### src/rtl/mem_io_arbiter_pkg.sv
// mem_io_arbiter_pkg: shared FSM states, owner codes and IO region defaults
package mem_io_arbiter_pkg;
  typedef enum logic [1:0] {IDLE = 2'd0, ACCESS = 2'd1, WAIT = 2'd2, RESP = 2'd3} state_t;
  localparam logic OWN_CPU = 1'b0;
  localparam logic OWN_LDR = 1'b1;
  localparam logic [31:0] IO_BASE_DEF = 32'hFFFF_FC00;
  localparam int IO_W_DEF = 24;
endpackage

### src/rtl/mem_io_decode.sv
// mem_io_decode: combinational IO-region match on the upper 22 address bits
module mem_io_decode import mem_io_arbiter_pkg::*; #(
  parameter logic [31:0] IO_BASE = IO_BASE_DEF
) (
  input  logic [31:0] addr,
  output logic        is_io
);
  assign is_io = addr[31:10] == IO_BASE[31:10];
endmodule

### src/rtl/mem_io_arbiter.sv
// mem_io_arbiter: round-robin CPU/loader arbiter sequencing dmem and IO strobes
module mem_io_arbiter import mem_io_arbiter_pkg::*; #(
  parameter logic [31:0] IO_BASE = IO_BASE_DEF,
  parameter int          IO_W    = IO_W_DEF
) (
  input  logic            clock,
  input  logic            reset,
  input  logic            c_req,
  input  logic            c_we,
  input  logic [31:0]     c_addr,
  input  logic [31:0]     c_wdata,
  output logic            c_ack,
  output logic [31:0]     c_rdata,
  input  logic            u_req,
  input  logic            u_we,
  input  logic [31:0]     u_addr,
  input  logic [31:0]     u_wdata,
  output logic            u_ack,
  output logic [31:0]     u_rdata,
  output logic [31:0]     m_addr,
  output logic [31:0]     m_wdata,
  output logic            m_we,
  input  logic [31:0]     m_rdata,
  output logic            io_rd,
  output logic            io_wr,
  output logic [IO_W-1:0] io_wdata,
  input  logic [IO_W-1:0] io_rdata,
  output logic            busy,
  output logic            owner
);
  state_t state, nxt;
  logic own, rr, we, is_io, gnt, gnt_ldr, gnt_io;
  logic [31:0] addr, wdata, gnt_addr, rd_in, c_rd, u_rd;
  assign gnt = c_req | u_req;
  assign gnt_ldr = u_req & (~c_req | rr);
  assign gnt_addr = gnt_ldr ? u_addr : c_addr;
  assign rd_in = is_io ? {{(32-IO_W){1'b0}}, io_rdata} : m_rdata;
  mem_io_decode #(.IO_BASE(IO_BASE)) u_decode (.addr(gnt_addr), .is_io(gnt_io));
  always_ff @(posedge clock or negedge reset)
    if (!reset) state <= IDLE;
    else state <= nxt;
  always_comb begin
    nxt = state;
    unique case (state)
      IDLE:   nxt = gnt ? ACCESS : IDLE;
      ACCESS: nxt = we ? RESP : WAIT;
      WAIT:   nxt = RESP;
      RESP:   nxt = IDLE;
    endcase
    busy  = state != IDLE;
    m_we  = state == ACCESS && we && !is_io;
    io_wr = state == ACCESS && we && is_io;
    io_rd = (state == ACCESS || state == WAIT) && !we && is_io;
    c_ack = state == RESP && own == OWN_CPU;
    u_ack = state == RESP && own == OWN_LDR;
  end
  // Region and direction are frozen at grant; only the owner's rdata register moves.
  always_ff @(posedge clock or negedge reset)
    if (!reset) begin
      own   <= OWN_CPU;
      rr    <= OWN_CPU;
      we    <= 1'b0;
      is_io <= 1'b0;
      addr  <= '0;
      wdata <= '0;
      c_rd  <= '0;
      u_rd  <= '0;
    end else if (state == IDLE && gnt) begin
      own   <= gnt_ldr ? OWN_LDR : OWN_CPU;
      rr    <= ~rr;
      we    <= gnt_ldr ? u_we : c_we;
      is_io <= gnt_io;
      addr  <= gnt_addr;
      wdata <= gnt_ldr ? u_wdata : c_wdata;
    end else if (state == WAIT) begin
      if (own == OWN_LDR) u_rd <= rd_in;
      else c_rd <= rd_in;
    end
  assign owner    = own;
  assign m_addr   = addr;
  assign m_wdata  = wdata;
  assign io_wdata = wdata[IO_W-1:0];
  assign c_rdata  = c_rd;
  assign u_rdata  = u_rd;
endmodule

### config.mk
export PLATFORM = sky130hd
export DESIGN_NAME = mem_io_arbiter
export DESIGN_NICKNAME = d
export VERILOG_FILES = /design/src/rtl/mem_io_arbiter_pkg.sv /design/src/rtl/mem_io_decode.sv /design/src/rtl/mem_io_arbiter.sv
export SDC_FILE = /design/constraint.sdc
export NUM_CORES = 1
export LEC_CHECK = 0
export ABC_AREA = 1
export CAP_MARGIN = 5
export CORE_MARGIN = 8
export CORE_UTILIZATION = 42
export DETAILED_ROUTE_END_ITERATION = 7
export HOLD_SLACK_MARGIN = 0.05
export PLACE_DENSITY = 0.9
export SYNTH_ARGS = -nofsm -noshare
export SYNTH_HDL_FRONTEND = slang
export SYNTH_HIERARCHICAL = 1
export SYNTH_SLANG_ARGS = --single-unit
### constraint.sdc
create_clock -name clock -period 2 [get_ports clock]
set_clock_uncertainty 0.15 [all_clocks]
set_input_delay 0.4 -clock clock [delete_from_list [all_inputs] [get_ports clock]]
set_output_delay 0.4 -clock clock [all_outputs]
set_load 0.01 [all_outputs]
==> results.py, run 1 <==
metrics = {
    "global_route": {
        "grt_first_pass_wirelength_mm": 42.39,
        "grt_usage_pct": 24.38,
        "grt_max_degree": 48,
        "grt-ovfl-total": 0,
        "antenna_found_initial": 1,
        "grt_pass1_vias": 7994,
    },
    "die": {
        "die_w_um": 147.2,
        "rows": 48,
        "ios": 349,
        "start_util_pct": 42.39,
        "die_h_um": 147.2,
        "die-area_um2": 21670,
        "core_um2": 17060,
    },
    "detailed_routing": {
        "viasPerCell": 5.018,
        "vias": 7758,
        "final_antenna_net_count": 0,
        "remaining_drc_errors": 0,
        "wl_mm": 27.11,
        "wl_per_cell_um": 17.54,
        "drtIter0Drc": 430,
        "dr.pass1.iters": 8,
    },
    "worst_setup_path": {
        "crit_buf_inv": 2,
        "crit_chain": "inv_2 -> ha_4 -> nand2_2 -> nor2_2 -> buf_6",
        "crit-reg2reg-launch": "state[0]",
        "arrival_ns": 1.41,
        "crit_path_start": "state[0]",
        "path_delay_family": "flip-flops",
        "critPathMaxStageDelay_ns": 0.39,
        "cp_slowest_cell": "dfrtp_1",
        "r2r_slack_ns": 0.14,
        "worst_setup_path_start_kind": "register",
        "critPathMaxFanout": 3,
        "path_class": "register to output port",
        "required_ns": 1.45,
        "critPathCaptureType": "output port",
    },
    "clocking": {
        "cts_sinks": 134,
        "cts_tree": "yes",
        "cts_buffers": 17,
        "clockRootBuffer": "clkbuf_16",
        "htreeDepth": 4,
        "clkTransAtPathRegs_ns": 0.06,
        "cts_max_path_buffers": 2,
        "insertion_delay_ns": 0.41,
    },
    "timing": {
        "drv_slew": 0,
        "maxSlewHeadroom_pct": 71.62,
        "tightestPinTransition_ns": 0.4256,
        "finalCriticalPeriod_ns": 1.958,
        "period_share_pct": 97.89,
        "clock.fmax_ghz": 0.5108,
        "worst_hold_slack_ns": 0.2776,
        "rsz0062_at_grt": "true",
        "setup_viol": 0,
        "hold_viol_final": 0,
    },
    "final_layout": {
        "area_growth_pct": 60.80,
        "nNetsFinal": 1503,
        "seqCellArea_um2": 3354,
        "nFillCells": 1326,
        "drive_above_1_share_pct": 7.348,
        "multiInputGateArea_um2": 2978,
    },
    "placed_design": {
        "place_hpwl_mm": 20.71,
        "port_buffers": 348,
        "gp_congestion": 0.8988,
    },
    "power": {
        "power_mw": 16.69,
        "power.leakage_nw": 5.805,
        "pwr_density_cell_nw_per_um2": 1436,
        "max-vdd-ir-drop_mv": 0.9285,
    },
    "yosys": {
        "synth.avg_cell_area_um2": 7.369,
        "netlist_area_um2": 7229,
        "syn_inst": 981,
        "synth_warnings": 6,
        "syn-num-nets": 1177,
    },
    "worst_hold_path": {
        "hold_path_class": "input pin to asynchronous set/reset pin",
    },
    "job": {
        "maxCapViolations": 0,
    },
    "run_status": {
        "status": "complete, no violations",
    },
}
## cells in the final DEF, fill, tap and decap left out
cell type / instances
nor2_4: 1
dfrtp_1: 133
clkbuf_1: 2
dlymetal6s2s_1: 1
nand3b_1: 32
inv_6: 1
and2_1: 22
nand3_1: 99
a22oi_1: 1
a31oi_1: 24
o21ai_1: 1
diode_2: 1
buf_2: 6
clkinv_1: 1
dfrtp_2: 1
o21ai_4: 1
clkinv_4: 2
clkbuf_16: 17
nand3_2: 1
ha_1: 4
buf_6: 2
clkinv_2: 3
nand2_1: 363
nand2_2: 3
buf_4: 35
inv_2: 3
buf_12: 10
clkbuf_8: 1
o21ai_0: 9
dlygate4sd3_1: 1
bufinv_16: 4
nor2_1: 40
clkdlybuf4s50_1: 339
nand4_1: 33
ha_4: 2
inv_1: 117
xor2_1: 1
nor2_2: 2
clkinvlp_4: 2
## stage by stage
stage | setup WS [ns] | setup TNS (ns) | cells | instance area (um^2) | util (%)
floorplan | 0.2856 | 0 | 981 | 7229 | -
global placement | -0.2441 | -2.448 | 1511 | 10970 | 64.33
detailed placement | -0.2786 | -7.247 | 1511 | 10970 | 64.33
global route | -0.04814 | -0.05751 | 1546 | 11620 | 68.16
finish | 0.04224 | 0 | 1546 | 11620 | 68.16
CTS | -0.01321 | -0.01321 | 1545 | 11600 | 68.00
## power by group
group | leakage, nW | internal [mW] | switching, mW
sequential | 1.62 | 4.04 | 0.871
clock | 0.300 | 2.12 | 1.20
combinational | 3.89 | 4.31 | 4.15
## final timing paths
check	endpoint	cells after the start
setup reg to reg	c_rdata[19]	8
max in group asynchronous	c_rdata[10]	3
hold reg to reg	u_rdata[28]	2
min in group clock	u_rdata[28]	2
hold / removal	u_rdata[2]	2
setup / recovery	io_rd	5
## sequential cells by signal, summed over array words and instances (netlist names)
signal   flops
c_rdata     32
m_addr      32
m_wdata     32
u_rdata     32
state        2
is_io        1
owner        1
rr           1
we           1
## repair_timing
action	4_1_cts	5_1_grt
hold buffers	1	0
gates resized for setup	28	7
setup endpoints to repair	7	3
pin swaps	0	2
endpoints found under the hold margin	63	0
buffers inserted	1	0
## per-layer routing
metal  track usage [%]  vias up  wire length, um  part of all wire [%]
met5                 0        -                0                     0
met4             9.638        0              692                   2.6
met3             8.059       55             2664                   9.8
met2             41.12      398            13340                    49
met1             28.07     3619            10410                    38
li1                  -     3686                -                     -
## area by class of cell
cell class,instances,area share (%)
clock buffer,20,3.842
inverter,121,3.907
clock inverter,12,1.518
tap,225,2.422
multi-input combinational,639,25.62
antenna,1,0.02153
timing repair buffer,394,33.82
sequential,134,28.86
No activity file was read; power rests on OpenSTA's default activity.
==> run 2, diff against run 1 <==
--- a/config.mk
+++ b/config.mk
@@ -12,6 +12,7 @@
 export DETAILED_ROUTE_END_ITERATION = 7
 export HOLD_SLACK_MARGIN = 0.05
 export PLACE_DENSITY = 0.9
+export RECOVER_POWER = 50
 export SYNTH_ARGS = -nofsm -noshare
 export SYNTH_HDL_FRONTEND = slang
 export SYNTH_HIERARCHICAL = 1
==> results.py, run 2 (synthesized netlist as in run 1, its figures left out) <==
metrics = {
    "run_status": {
        "status": "complete, no violations",
    },
    "final_layout": {
        "final_common_cell": "nand2_1",
        "drive_above_1_share_pct": 7.348,
        "final_cell_mix": "nand2_1 (363), clkdlybuf4s50_1 (339), dfrtp_1 (133), inv_1 (117), nand3_1 (99)",
        "nNetsFinal": 1503,
        "area_growth_pct": 60.71,
    },
    "timing": {
        "worst_slack_ns": 0.04225,
        "rsz0062_at_grt": "true",
        "drv_slew": 0,
        "setup_viol": 0,
        "finalCriticalPeriod_ns": 1.958,
        "maxSlewHeadroom_pct": 46.84,
        "period_share_pct": 97.89,
        "worst_hold_slack_ns": 0.3270,
        "hold_viol_final": 0,
        "tightestPinTransition_ns": 0.7974,
        "clock.fmax_ghz": 0.5108,
        "setup-tns-final_ns": 0,
    },
    "placed_design": {
        "pre_cts_slack_ns": -0.2786,
        "place_hpwl_mm": 20.71,
        "port_buffers": 348,
        "gp_congestion": 0.8988,
    },
    "clocking": {
        "cts_buffers": 17,
        "clkTransAtPathRegs_ns": 0.05,
        "cts_sinks": 134,
        "clockRootBuffer": "clkbuf_16",
        "cts_tree": "yes",
        "insertion_delay_ns": 0.41,
        "htreeDepth": 4,
        "cts_max_path_buffers": 2,
    },
    "worst_setup_path": {
        "path_class": "register to output port",
        "crit-reg2reg-launch": "state[0]",
        "crit_path_start": "state[0]",
        "critPathMaxFanout": 3,
        "arrival_ns": 1.41,
        "critPathCaptureType": "output port",
        "required_ns": 1.45,
        "worst_setup_path_start_kind": "register",
    },
    "die": {
        "die-area_um2": 21670,
        "rows": 48,
        "core_um2": 17060,
        "start_util_pct": 42.39,
        "die_h_um": 147.2,
        "ios": 349,
        "die_w_um": 147.2,
    },
    "power": {
        "max-vdd-ir-drop_mv": 0.9285,
        "power.leakage_nw": 5.804,
        "power_mw": 16.69,
        "pwr_density_cell_nw_per_um2": 1436,
    },
    "worst_hold_path": {
        "hold_path_class": "register to register",
        "worstHoldStart": "u_rdata[28]",
    },
    "job": {
        "maxCapViolations": 0,
    },
    "detailed_routing": {
        "drtIter0Drc": 430,
        "final_antenna_net_count": 0,
        "wl_per_cell_um": 17.53,
        "viasPerCell": 5.014,
        "dr.pass1.iters": 5,
        "vias": 7751,
        "remaining_drc_errors": 0,
        "wl_mm": 27.10,
    },
    "global_route": {
        "grt_first_pass_wirelength_mm": 42.39,
        "grt_pass1_vias": 7994,
        "grt-ovfl-total": 0,
        "grt_usage_pct": 24.38,
        "grt_max_degree": 48,
        "antenna_found_initial": 1,
    },
}
run 2: cell types whose count changed in the layout (fill, tap and decap cells not counted), sizes merged:
cell	change
buf	-1
clkbuf	+1
run 2: path summary, 6_finish.rpt:
kind,slack [ns],end,cells after the start
worst max-delay path,0.04,io_rd,5
worst min register to register,0.33,u_rdata[28],2
worst max register to register,0.14,c_rdata[19],8
max in group asynchronous,0.41,c_rdata[10],3
min in group asynchronous,0.46,u_rdata[2],2
worst min-delay path,0.33,u_rdata[28],2
run 2: layout make-up:
type / count / area, um^2
Multi-Input combinational cell: 639 / 2978
Tap cell: 225 / 281.5
Inverter: 121 / 454.2
Clock buffer: 20 / 446.7
Timing Repair Buffer: 394 / 3925
Clock inverter: 12 / 176.4
Antenna cell: 1 / 2.502
Fill cell: 1325 / 5438
Sequential cell: 134 / 3354
run 2: repair_timing:
item / CTS / global route
setup buffers: 1 / 0
resized for setup: 28 / 7
hold buffers: 1 / 0
pin swaps: 0 / 2
endpoints found under the setup margin: 7 / 3
endpoints found under the hold margin: 63 / 0
run 2: per-stage QoR:
step | utilization [%] | std cells | area (um^2)
global placement | 64.33 | 1511 | 10970
CTS | 68.00 | 1545 | 11600
finish | 68.12 | 1546 | 11620
global route | 68.12 | 1546 | 11620
floorplan | - | 981 | 7229
detailed placement | 64.33 | 1511 | 10970
run 2: critical path, cell delays in order (launching register included):
cell     delay [ns]
dfrtp_1        0.39
inv_2          0.07
ha_4           0.27
nand2_2        0.04
nor2_2         0.12
buf_6          0.12
run 2: where the power goes:
part	total (mW)	internal [mW]	switching, mW
combinational	8.46	4.31	4.15
clock	3.32	2.12	1.20
sequential	4.91	4.04	0.872
run 2: routing by layer:
metal	global-route usage [%]	routed length (um)	up-vias
met5	0	0	-
met4	9.638	692	0
met3	8.059	2606	55
met2	41.12	13340	393
met1	28.07	10460	3617
li1	-	-	3686
==> run 3, diff against run 2 <==
--- a/config.mk
+++ b/config.mk
@@ -7,7 +7,7 @@
 export LEC_CHECK = 0
 export ABC_AREA = 1
 export CAP_MARGIN = 5
-export CORE_MARGIN = 8
+export CORE_MARGIN = 2
 export CORE_UTILIZATION = 42
 export DETAILED_ROUTE_END_ITERATION = 7
 export HOLD_SLACK_MARGIN = 0.05
==> results.py, run 3 (synthesized netlist as in run 1, its figures left out) <==
metrics = {
    "clocking": {
        "clockRootBuffer": "clkbuf_16",
        "insertion_delay_ns": 0.40,
        "cts_buffers": 17,
        "cts_tree": "yes",
        "cts_max_path_buffers": 2,
        "cts_sinks": 134,
        "clkTransAtPathRegs_ns": 0.06,
        "htreeDepth": 4,
    },
    "power": {
        "pwr_density_cell_nw_per_um2": 1425,
        "power.leakage_nw": 5.892,
        "max-vdd-ir-drop_mv": 0.8407,
    },
    "placed_design": {
        "gp_congestion": 0.8973,
        "port_buffers": 348,
        "pre_cts_slack_ns": -0.2197,
        "place_hpwl_mm": 18.44,
        "post-place-cells": 1519,
    },
    "detailed_routing": {
        "viasPerCell": 5.035,
        "dr.pass1.iters": 5,
        "wl_per_cell_um": 16.05,
        "drtIter0Drc": 460,
        "remaining_drc_errors": 0,
        "wl_mm": 24.97,
        "final_antenna_net_count": 0,
        "vias": 7835,
    },
    "final_layout": {
        "post-route-util_pct": 70.56,
        "diodes": 0,
        "final_cell_mix": "nand2_1 (362), clkdlybuf4s50_1 (340), dfrtp_1 (132), inv_1 (115), nand3_1 (99)",
        "nNetsFinal": 1520,
        "final_common_cell": "nand2_1",
        "nFillCells": 1258,
        "drive_above_1_share_pct": 8.982,
        "fin_cells": 1556,
        "area_growth_pct": 63.02,
    },
    "die": {
        "die_h_um": 135.2,
        "die-area_um2": 18280,
        "ios": 349,
        "die_w_um": 135.2,
        "core_um2": 16700,
        "start_util_pct": 43.29,
        "rows": 47,
    },
    "timing": {
        "hold_viol_final": 0,
        "rsz0062_at_grt": "true",
        "finalCriticalPeriod_ns": 1.992,
        "drv_slew": 0,
        "maxSlewHeadroom_pct": 56.09,
        "clock.fmax_ghz": 0.5021,
        "tightestPinTransition_ns": 0.6587,
        "period_share_pct": 99.58,
        "worst_hold_slack_ns": 0.3220,
        "setup_viol": 0,
        "worst_slack_ns": 0.008372,
    },
    "global_route": {
        "grt_max_degree": 51,
        "grt_pass1_vias": 7613,
        "grt-ovfl-total": 0,
        "grt_first_pass_wirelength_mm": 37.94,
        "grt_usage_pct": 26.30,
        "antenna_found_initial": 0,
    },
    "worst_hold_path": {
        "hold_path_class": "register to register",
        "holdPathEnd": "u_rdata[28]",
        "worstHoldStart": "u_rdata[28]",
        "min_path_cells": 2,
    },
    "worst_setup_path": {
        "reg2reg_depth": 9,
        "arrival_ns": 1.44,
        "timing.rr.end": "c_rdata[4]",
        "critPathCaptureType": "output port",
        "required_ns": 1.45,
        "r2r_slack_ns": 0.15,
        "critPathMaxFanout": 3,
        "path_class": "register to output port",
        "worst_setup_path_start_kind": "register",
        "crit-reg2reg-launch": "state[0]",
    },
    "run_status": {
        "status": "complete, no violations",
    },
    "job": {
        "maxCapViolations": 0,
    },
}
[run 3: changes by cell type in the layout (fill, tap and decap cells not counted), sizes merged]
cell | previous run | this run
buf | 52 | 67
clkbuf | 21 | 22
clkdlybuf4s50 | 339 | 340
diode | 1 | 0
dlymetal6s2s | 1 | 0
[run 3: repair_timing]
action	4_1_cts	5_1_grt
endpoints found under the hold margin	134	0
setup buffers	2	2
hold buffers	1	0
cloned	0	1
gates resized for setup	26	17
pin swaps	1	3
endpoints found under the setup margin	7	10
[run 3: cell type report]
| type | instances | area, um^2 | share of cell area (%) |
|---|---|---|---|
| Clock buffer | 19 | 452.9 | 3.843 |
| Multi-Input combinational cell | 639 | 2993 | 25.40 |
| Sequential cell | 134 | 3356 | 28.47 |
| Timing Repair Buffer | 411 | 4075 | 34.58 |
| Tap cell | 220 | 275.3 | 2.336 |
| Inverter | 121 | 456.7 | 3.875 |
| Clock inverter | 12 | 176.4 | 1.497 |
[run 3: how the worst max path moves through the flow]
stage	startpoint	end	cells after the start
2_1_floorplan	c_req	is_io	13
3_3_place_gp	c_req	is_io	14
3_5_place_dp	c_req	is_io	13
4_1_cts	state[1]	io_rd	5
5_1_grt	state[0]	m_we	5
6_report	state[0]	m_we	5
[run 3: through the flow]
| step | total power, mW | setup TNS, ns | cell area, um^2 |
|---|---|---|---|
| global placement | 13.01 | -1.561 | 11060 |
| CTS | 16.72 | -0.1534 | 11720 |
| finish | 16.80 | 0 | 11790 |
| global route | 17.79 | -0.2029 | 11790 |
| floorplan | 8.716 | 0 | 7229 |
| detailed placement | 13.24 | -4.037 | 11060 |
[run 3: critical path, stage by stage, from the launching register on]
cell     delay [ns]
dfrtp_1        0.42
buf_4          0.15
ha_1           0.20
nand2_2        0.08
nor2_1         0.04
buf_2          0.15
[run 3: where the power goes]
group          internal, mW  leakage [nW]  switching [mW]
sequential             4.04          1.62           0.877
combinational          4.45          3.97            4.10
clock                  2.15         0.305            1.19
[run 3: per-layer routing]
| layer | global-route usage, % | part of all wire [%] |
|---|---|---|
| met4 | 11.52 | 3.5 |
| met3 | 7.071 | 9.0 |
| met2 | 45.63 | 50 |
| met5 | 0 | 0 |
| met1 | 30.61 | 37 |
